==> config.mk <==
export PLATFORM = sky130hd
export DESIGN_NAME = ifu_fetch_ctrl
export DESIGN_NICKNAME = d
export VERILOG_FILES = /design/src/rtl/ifu_fetch_ctrl.sv
export SDC_FILE = /design/constraint.sdc
export NUM_CORES = 1
export LEC_CHECK = 0
export CORE_UTILIZATION = 55
export CTS_BUF_LIST = sky130_fd_sc_hd__clkbuf_4
export CTS_CLUSTER_DIAMETER = 150
export DETAILED_ROUTE_END_ITERATION = 6
export DONT_BUFFER_PORTS = 1
export PLACE_DENSITY = 0.74
export REMOVE_ABC_BUFFERS = 1
export SLEW_MARGIN = 10
export SYNTH_ARGS = -nofsm -noshare
export SYNTH_HDL_FRONTEND = slang
export SYNTH_SLANG_ARGS = --single-unit
export TNS_END_PERCENT = 5
==> constraint.sdc <==
create_clock -name clock -period 5.2 [get_ports clock]
set_input_delay 1.3 -clock clock [delete_from_list [all_inputs] [get_ports clock]]
set_output_delay 1.3 -clock clock [all_outputs]
set_load 0.1 [all_outputs]
==> src/rtl/ifu_fetch_ctrl.sv <==
// rtl/ifu_fetch_ctrl.sv - single-outstanding instruction fetch sequencer with halt causes
module ifu_fetch_ctrl #(
  parameter logic [31:0] RESET_PC = 32'h8000_0000,
  parameter int unsigned TIMEOUT  = 255
) (
  input  logic        clock,
  input  logic        reset,
  output logic        io_imem_req_valid,
  input  logic        io_imem_req_ready,
  output logic [31:0] io_imem_req_addr,
  input  logic        io_imem_resp_valid,
  input  logic [31:0] io_imem_resp_data,
  output logic [31:0] io_pc,
  output logic [31:0] io_inst,
  output logic        io_inst_valid,
  input  logic        io_wb_done,
  input  logic [31:0] io_pc_next,
  input  logic        io_is_unknown_instruction,
  output logic        io_halted,
  output logic [1:0]  io_halt_cause,
  output logic [31:0] io_retired
);

  typedef enum logic [1:0] {S_FETCH, S_WAIT, S_EXEC, S_HALT} state_t;

  localparam logic [7:0] TO_LAST = 8'(TIMEOUT - 1);

  localparam logic [1:0] CAUSE_ILLEGAL   = 2'd1;
  localparam logic [1:0] CAUSE_TIMEOUT   = 2'd2;
  localparam logic [1:0] CAUSE_MISALIGN  = 2'd3;

  state_t      state_q, state_d;
  logic [31:0] pc_q, pc_d;
  logic [31:0] inst_q, inst_d;
  logic [31:0] retired_q, retired_d;
  logic [1:0]  cause_q, cause_d;
  logic [7:0]  cnt_q, cnt_d;
  logic        misaligned;

  assign misaligned = (io_pc_next[1:0] != 2'b00);

  always_ff @(posedge clock or posedge reset) begin
    if (reset) begin
      state_q   <= S_FETCH;
      pc_q      <= RESET_PC;
      inst_q    <= 32'h0;
      retired_q <= 32'h0;
      cause_q   <= 2'd0;
      cnt_q     <= 8'd0;
    end else begin
      state_q   <= state_d;
      pc_q      <= pc_d;
      inst_q    <= inst_d;
      retired_q <= retired_d;
      cause_q   <= cause_d;
      cnt_q     <= cnt_d;
    end
  end

  always_comb begin
    state_d = state_q;
    case (state_q)
      S_FETCH: if (io_imem_req_ready) state_d = S_WAIT;
      S_WAIT: begin
        if (io_imem_resp_valid)    state_d = S_EXEC;
        else if (cnt_q == TO_LAST) state_d = S_HALT;
      end
      S_EXEC: begin
        if (io_is_unknown_instruction) state_d = S_HALT;
        else if (io_wb_done)           state_d = misaligned ? S_HALT : S_FETCH;
      end
      S_HALT: state_d = S_HALT;
    endcase
  end

  // Architectural state only moves on the transitions chosen above; HALT freezes everything.
  always_comb begin
    pc_d      = pc_q;
    inst_d    = inst_q;
    retired_d = retired_q;
    cause_d   = cause_q;
    cnt_d     = cnt_q;
    case (state_q)
      S_FETCH: if (io_imem_req_ready) cnt_d = 8'd0;
      S_WAIT: begin
        if (io_imem_resp_valid)    inst_d  = io_imem_resp_data;
        else if (cnt_q == TO_LAST) cause_d = CAUSE_TIMEOUT;
        else                       cnt_d   = cnt_q + 8'd1;
      end
      S_EXEC: begin
        if (io_is_unknown_instruction) begin
          cause_d = CAUSE_ILLEGAL;
        end else if (io_wb_done) begin
          if (misaligned) begin
            cause_d = CAUSE_MISALIGN;
          end else begin
            pc_d      = io_pc_next;
            retired_d = retired_q + 32'd1;
          end
        end
      end
      S_HALT: ;
    endcase
  end

  // Reset forces FETCH, so the request must be masked while reset is held.
  always_comb begin
    io_imem_req_valid = (state_q == S_FETCH) && !reset;
    io_imem_req_addr  = pc_q;
    io_pc             = pc_q;
    io_inst           = inst_q;
    io_inst_valid     = (state_q == S_EXEC);
    io_halted         = (state_q == S_HALT);
    io_halt_cause     = cause_q;
    io_retired        = retired_q;
  end

endmodule

==> run summary, run 1 <==
## Run status
* status: completed

## Die
* Initial Utilization: 57.3%
* Std-Cell Rows: 33
* core area: 8300 um2
* Boundary Pins: 203
* floorplan die area: 9020 um2
* overall die height: 95.0 um
* width of the chip: 95.0 um

## Cells and area
* count of placed standard cells in the final layout, fillers left out: 510
* layout cells sized above 1: 24.0%
* most common library cell in the layout ignoring fill and taps: sky130_fd_sc_hd__nand2_1
* commonest cells after routing, fill and taps aside: 110 x sky130_fd_sc_hd__nand2_1, 76 x sky130_fd_sc_hd__dfrtp_1, 32 x sky130_fd_sc_hd__mux2_2
* Area Growth Syn to Fin: 1.63%
* # nets final: 473
* diodes inserted: 0
* core utilization of the finished layout: 58.2%

## Power
* relative contribution of sequential cells to total power: 74.4%
* net switching component of the power: 860 uW
* Overall Power: 1.95 mW
* design internal power: 1.09 mW
* worst IR drop on VDD: 196 uV
* proportion of power drawn by combinational gates: 3.9%
* Net Sw Frac: 44.1%
* Clock power frac: 21.7%
* Pwr Density: 404 nW/um2
* static leakage: 2.32 nW

## Timing
* Tightest Pin Transition: 1.14 ns
* final worst path period share: 61.8%
* worst relative slew slack: 23.0%
* Setup Skew: 0.0265 ns
* achievable clock frequency: 311 MHz
* final number of setup-violating endpoints: 0
* max-slew violations: 0
* Setup Total Neg Slack: 0 ns
* RSZ-0062 raised after global routing: false
* final worst path period need: 3.21 ns
* tightest hold margin: 0.532 ns
* Final Hold Fails: 0

## Clock tree
* clock transition at the register clock pins on the worst setup and hold paths after CTS: 0.17 ns
* number of gates resized after CTS: 0
* TritonCTS clock tree: yes
* maximum buffer depth of the clock tree: 2
* clk root buf: sky130_fd_sc_hd__clkbuf_4
* clock tree sinks: 108
* Post-CTS Repair Setup Buffers: 0
* total CTS buffers: 9
* clock latency of the later-clocked register in the worst-skew pair: 0.44 ns
* H-tree levels: 3
* hold-fix buffers at CTS: 0

## Worst setup path
* most frequent cell on the critical path: sky130_fd_sc_hd__inv_1
* Slowest cell on crit path: sky130_fd_sc_hd__inv_1
* element type at the critical path start: flop
* Cell Chain, Critical Path: inv_1 -> nand2_1 -> inv_1
* Worst Setup SP: state_q[0]$_DFFE_PP0P_
* type of the setup path with the least slack: reg2out
* WP data arrival: 1.91 ns
* required time worst endpoint: 3.90 ns
* total buffers and inverters traversed by the critical path: 2
* Critical Path Max Stage Delay: 0.69 ns
* gate family responsible for the most delay along the worst path: buffers and inverters
* startpoint of the worst register-to-register path: state_q[0]$_DFFE_PP0P_
* flop-to-flop setup slack: 2.23 ns
* CP max FO: 8
* critical path depth in cells: 3
* Worst setup EP type: output port
* depth of the worst register-to-register path: 6
* critical register-to-register path endpoint: io_retired[2]$_DFFE_PP0P_
* capturing instance or port of the critical path: io_inst_valid

## Global routing
* overall fraction of global-route tracks in use: 19.7%
* number of global-route vias before repair: 2775
* total grt overflow: 0
* global-route wire length before repair: 13500 um
* largest net degree at the start of global routing: 57
* number of antenna violations at the first check in global routing: 0

## Drt
* TritonRoute pass-1 iters: 4
* number of violations reported at the end of detailed-routing iteration 0: 68
* Post-route DRC: 0
* Wirelength per Cell: 17.2 um
* drt via density: 5.63
* number of vias after detailed routing: 2869
* antenna viol nets, final: 0
* Final Routed Wirelength: 8760 um

## Logic synthesis
* library cells used by synthesis: 43
* Mapped Area: 4750 um2
* share of the yosys chip area belonging to registers: 56.9%
* post-synthesis area per instance: 11.1 um2
* number of instances in the synthesized netlist: 429
* register bit total from synthesis: 108
* number of warnings issued by yosys: 0

## Min path
* class of the tightest hold or removal check: reg2reg

## Place
* final weighted congestion in routability-driven placement: 0.863
* IO Port Bufs: 0
* Placed Instances: 494
* detailed placement HPWL: 6340 um

## Run
* MaxCap Viol Count: 0

-- power by group through the flow --
stage          clock [mW]  combinational (mW)  sequential (mW)
2_1_floorplan           0              0.0673             1.45
3_3_place_gp            0              0.0756             1.47
3_5_place_dp            0              0.0802             1.47
4_1_cts             0.440              0.0798             1.45
5_1_grt             0.473              0.0894             1.46
6_report            0.422              0.0769             1.45
-- worst register-to-register path, delay by kind of cell, from the launching register on --
| kind | cells | cell delay, ns |
|---|---|---|
| AND/OR/NAND/NOR | 3 | 1.38 |
| buffers and inverters | 2 | 0.86 |
| flip-flops | 1 | 0.49 |
| XOR/XNOR | 1 | 0.17 |
-- registers in the layout (all words and copies together), names as in the netlist --
signal and count:
io_retired 32, io_imem_req_addr 32, io_halt_cause 2, state_q 2, io_inst 32, cnt_q 8
-- synth_stat cells (all sizes together) --
library cell | number | area (um2)
nor2b | 1 | 6.26
and3 | 3 | 18.8
ha | 3 | 37.5
nand3b | 1 | 7.51
a21oi | 2 | 10.0
and4b | 1 | 10.0
o31ai | 1 | 7.51
o21a | 1 | 7.51
xnor2 | 24 | 210
clkbuf | 4 | 15.0
o41ai | 1 | 8.76
or4b | 1 | 10.0
and2 | 3 | 18.8
nand4 | 11 | 90.1
a31oi | 1 | 6.26
and4 | 3 | 26.3
dfrtp | 107 | 2680
nand3 | 19 | 100
nand2 | 110 | 413
dfstp | 1 | 26.3
o31a | 1 | 8.76
o21ai | 10 | 50.1
mux2 | 32 | 360
nand4b | 1 | 8.76
nand2b | 1 | 6.26
buf | 40 | 280
a21o | 1 | 7.51
nor4b | 1 | 23.8
nor3 | 2 | 15.0
nor2 | 15 | 56.3
nor3b | 4 | 40.0
xor2 | 10 | 87.6
a22o | 1 | 8.76
a211oi | 1 | 7.51
nor4 | 3 | 55.1
inv | 8 | 30.0
-- metal layers --
| layer | GRT usage, % | share of wire [%] | up-vias |
|---|---|---|---|
| li1 | - | - | 1329 |
| met3 | 4.99 | 8.0 | 10 |
| met4 | 8.71 | 1.4 | 0 |
| met5 | 0 | 0 | - |
| met2 | 33.8 | 51 | 143 |
| met1 | 23.2 | 39 | 1387 |
-- per-stage QoR --
| stage | setup slack [ns] | area, um2 |
|---|---|---|
| 2_1_floorplan | 0.573 | 4460 |
| 3_3_place_gp | 2.21 | 4690 |
| 3_5_place_dp | 2.20 | 4690 |
| 4_1_cts | 1.95 | 4830 |
| 5_1_grt | 1.85 | 4830 |
| 6_report | 1.99 | 4830 |
-- final cells by class --
cell class                 instances  area (um2)
sequential                       108        2740
fill                             667        3470
timing repair buffer               4        47.5
inverter                           8        32.5
clock buffer                      11        82.6
tap                              105         131
multi-input combinational        269        1730
clock inverter                     5        62.6
-- how the worst min path moves through the flow --
stage	startpoint	endpoint	depth (start not counted)
2_1_floorplan	cnt_q[6]$_DFFE_PP0P_	cnt_q[6]$_DFFE_PP0P_	1
3_3_place_gp	cnt_q[6]$_DFFE_PP0P_	cnt_q[6]$_DFFE_PP0P_	1
3_5_place_dp	cnt_q[6]$_DFFE_PP0P_	cnt_q[6]$_DFFE_PP0P_	1
4_1_cts	cnt_q[6]$_DFFE_PP0P_	cnt_q[6]$_DFFE_PP0P_	1
5_1_grt	cnt_q[6]$_DFFE_PP0P_	cnt_q[6]$_DFFE_PP0P_	1
6_report	cnt_q[6]$_DFFE_PP0P_	cnt_q[6]$_DFFE_PP0P_	1
-- cells by family after synthesis --
kind of cell	count (synthesis)	share of synthesized area, %
buffers and inverters	52	6.84
adder cells (fa/ha/maj)	3	0.790
AND/OR/NAND/NOR	180	19.1
XOR/XNOR	34	6.26
flip-flops	108	56.9
AO/OA/AOI/OAI	20	2.58
multiplexers	32	7.58
(Power assumes the default switching activity.)
==> run 2, diff against run 1 <==
PLACE_DENSITY = 0.77   (was 0.74)
clock period = 2.7 ns   (was 5.2 ns; I/O delays follow)
==> run 2 against run 1 <==
Flip-flop and latch count did not move. Critical path type unchanged. Largest cell class unchanged. Highest routed layer unchanged. Largest power group unchanged. Via count up 11%. Clock skew rose by 0.0025 ns. Non-clock buffer count grew 70.
==> run summary, run 2 (same netlist as run 1, synthesis figures left out) <==
## Run status
* status: completed

## Power
* Net Sw Frac: 43.8%, -0.34 points
* static leakage: 2.75 nW, +19%
* design internal power: 2.18 mW, +100%
* worst IR drop on VDD: 340 uV, +74%
* proportion of power drawn by combinational gates: 13.7%, +9.8 points
* Clock power frac: 21.5%, -0.2 points
* Pwr Density: 690 nW/um2, +71%
* relative contribution of sequential cells to total power: 64.8%, -9.6 points
* net switching component of the power: 1.70 mW, +97%

## Place
* IO Port Bufs: 0, unchanged
* Placed Instances: 564, +14%
* detailed placement HPWL: 7450 um, +17%
* final weighted congestion in routability-driven placement: 0.817, -5.4%

## Clock tree
* Post-CTS Repair Setup Buffers: 0, unchanged
* clock transition at the register clock pins on the worst setup and hold paths after CTS: 0.17 ns, about the same
* hold-fix buffers at CTS: 0, unchanged
* clk root buf: sky130_fd_sc_hd__clkbuf_4
* TritonCTS clock tree: yes
* clock latency of the later-clocked register in the worst-skew pair: 0.45 ns, about the same
* clock tree sinks: 108, unchanged
* total CTS buffers: 9, unchanged
* maximum buffer depth of the clock tree: 2, unchanged
* H-tree levels: 3, unchanged
* number of gates resized after CTS: 0, unchanged

## Global routing
* total grt overflow: 0, unchanged
* global-route wire length before repair: 15000 um, +11%
* number of antenna violations at the first check in global routing: 0, unchanged
* largest net degree at the start of global routing: 48, -16%
* overall fraction of global-route tracks in use: 21.8%, +2.1 points
* number of global-route vias before repair: 3146, +13%

## Drt
* antenna viol nets, final: 0, unchanged
* drt via density: 5.50, -2.2%
* Final Routed Wirelength: 9920 um, +13%
* Post-route DRC: 0, unchanged
* number of violations reported at the end of detailed-routing iteration 0: 77, +13%
* Wirelength per Cell: 17.1 um, -0.46%
* TritonRoute pass-1 iters: 4, unchanged
* number of vias after detailed routing: 3190, +11%

## Die
* floorplan die area: 9020 um2, unchanged
* core area: 8300 um2, unchanged
* Std-Cell Rows: 33, unchanged
* Initial Utilization: 57.3%, unchanged
* overall die height: 95.0 um, unchanged
* width of the chip: 95.0 um, unchanged
* Boundary Pins: 203, unchanged

## Timing
* RSZ-0062 raised after global routing: false
* Setup Total Neg Slack: 0 ns, unchanged
* Final Hold Fails: 0, unchanged
* max-slew violations: 0, unchanged
* achievable clock frequency: 423 MHz
* worst relative slew slack: 37.1%, +14 points
* final worst path period share: 87.5%
* Tightest Pin Transition: 0.944 ns, -0.199 ns
* final number of setup-violating endpoints: 0, unchanged
* final worst path period need: 2.36 ns
* Setup Skew: 0.0290 ns, +0.00254 ns

## Worst setup path
* required time worst endpoint: 2.03 ns, -1.87 ns
* element type at the critical path start: flop
* CP max FO: 8, unchanged
* WP data arrival: 1.69 ns, -0.22 ns
* Worst setup EP type: output port
* type of the setup path with the least slack: reg2out

## Cells and area
* commonest cells after routing, fill and taps aside: 110 x sky130_fd_sc_hd__nand2_1, 76 x sky130_fd_sc_hd__dfrtp_1, 52 x sky130_fd_sc_hd__buf_4
* most common library cell in the layout ignoring fill and taps: sky130_fd_sc_hd__nand2_1
* Filler cells: 602, -9.7%
* # nets final: 543, +15%
* diodes inserted: 0, unchanged
* area taken by flip-flops and latches: 2740 um2, unchanged
* count of placed standard cells in the final layout, fillers left out: 580, +14%
* layout cells sized above 1: 35.2%, +11 points
* Multi-input gate area: 1730 um2, unchanged
* Area Growth Syn to Fin: 18.2%

## Min path
* class of the tightest hold or removal check: in2async

## Run
* MaxCap Viol Count: 0, unchanged

-- run 2: per-layer routing --
metal / part of all wire, % / track usage, % / up-vias
met5: 0 / 0 / -
met4: 0.46 / 6.31 / 0
met3: 8.5 / 7.25 / 6
met2: 53 / 37.9 / 171
met1: 38 / 25.5 / 1552
li1: - / - / 1461
-- run 2: power by group through the flow --
stage	registers (mW)	clock network, mW	logic (mW)
2_1_floorplan	2.79	0	0.130
3_3_place_gp	2.54	0	0.525
3_5_place_dp	2.55	0	0.539
5_1_grt	2.53	0.923	0.560
6_report	2.51	0.834	0.531
4_1_cts	2.51	0.847	0.539
-- run 2: through the flow --
| step | total power [mW] | setup WS [ns] | hold WS, ns | utilization [%] | cell area (um2) |
|---|---|---|---|---|---|
| final | 3.88 | 0.337 | 0.103 | 67.7 | 5620 |
| after global routing | 4.01 | 0.190 | 0.110 | 67.7 | 5620 |
| after CTS | 3.90 | 0.325 | 0.112 | 67.7 | 5620 |
| after detailed placement | 3.08 | 0.575 | 0.509 | 66.0 | 5470 |
| after global placement | 3.06 | 0.632 | 0.491 | 66.0 | 5470 |
| after floorplan | 2.92 | -0.819 | 0.470 | - | 4460 |
-- run 2: path summary, 6_finish.rpt --
kind                                       startpoint                               end  slack (ns)  cells past startpoint
min                                             reset  io_imem_req_addr[23]$_DFFE_PP0P_        0.10                      1
max                            state_q[0]$_DFFE_PP0P_                     io_inst_valid        0.34                      4
min reg2reg                io_retired[30]$_DFFE_PP0P_        io_retired[30]$_DFFE_PP0P_        0.54                      1
min in group clock                     io_pc_next[31]  io_imem_req_addr[31]$_DFFE_PP1P_        0.28                      2
max reg2reg                    state_q[0]$_DFFE_PP0P_        io_retired[30]$_DFFE_PP0P_        0.89                      5
max in group asynchronous                       reset  io_imem_req_addr[31]$_DFFE_PP1P_        1.87                      2
-- run 2: cell type report --
| type | count | share of cell area [%] |
|---|---|---|
| clock buffer | 11 | 1.47 |
| clock inverter | 5 | 1.09 |
| inverter | 8 | 0.579 |
| multi-input combinational | 269 | 30.8 |
| sequential | 108 | 48.8 |
| tap | 105 | 2.34 |
| timing repair buffer | 74 | 14.9 |
-- run 2: worst max-delay path: stages (launching register included) --
cell	delay, ns
sky130_fd_sc_hd__dfrtp_1	0.49
sky130_fd_sc_hd__inv_1	0.19
sky130_fd_sc_hd__nand2_1	0.12
sky130_fd_sc_hd__inv_1	0.14
sky130_fd_sc_hd__buf_4	0.31
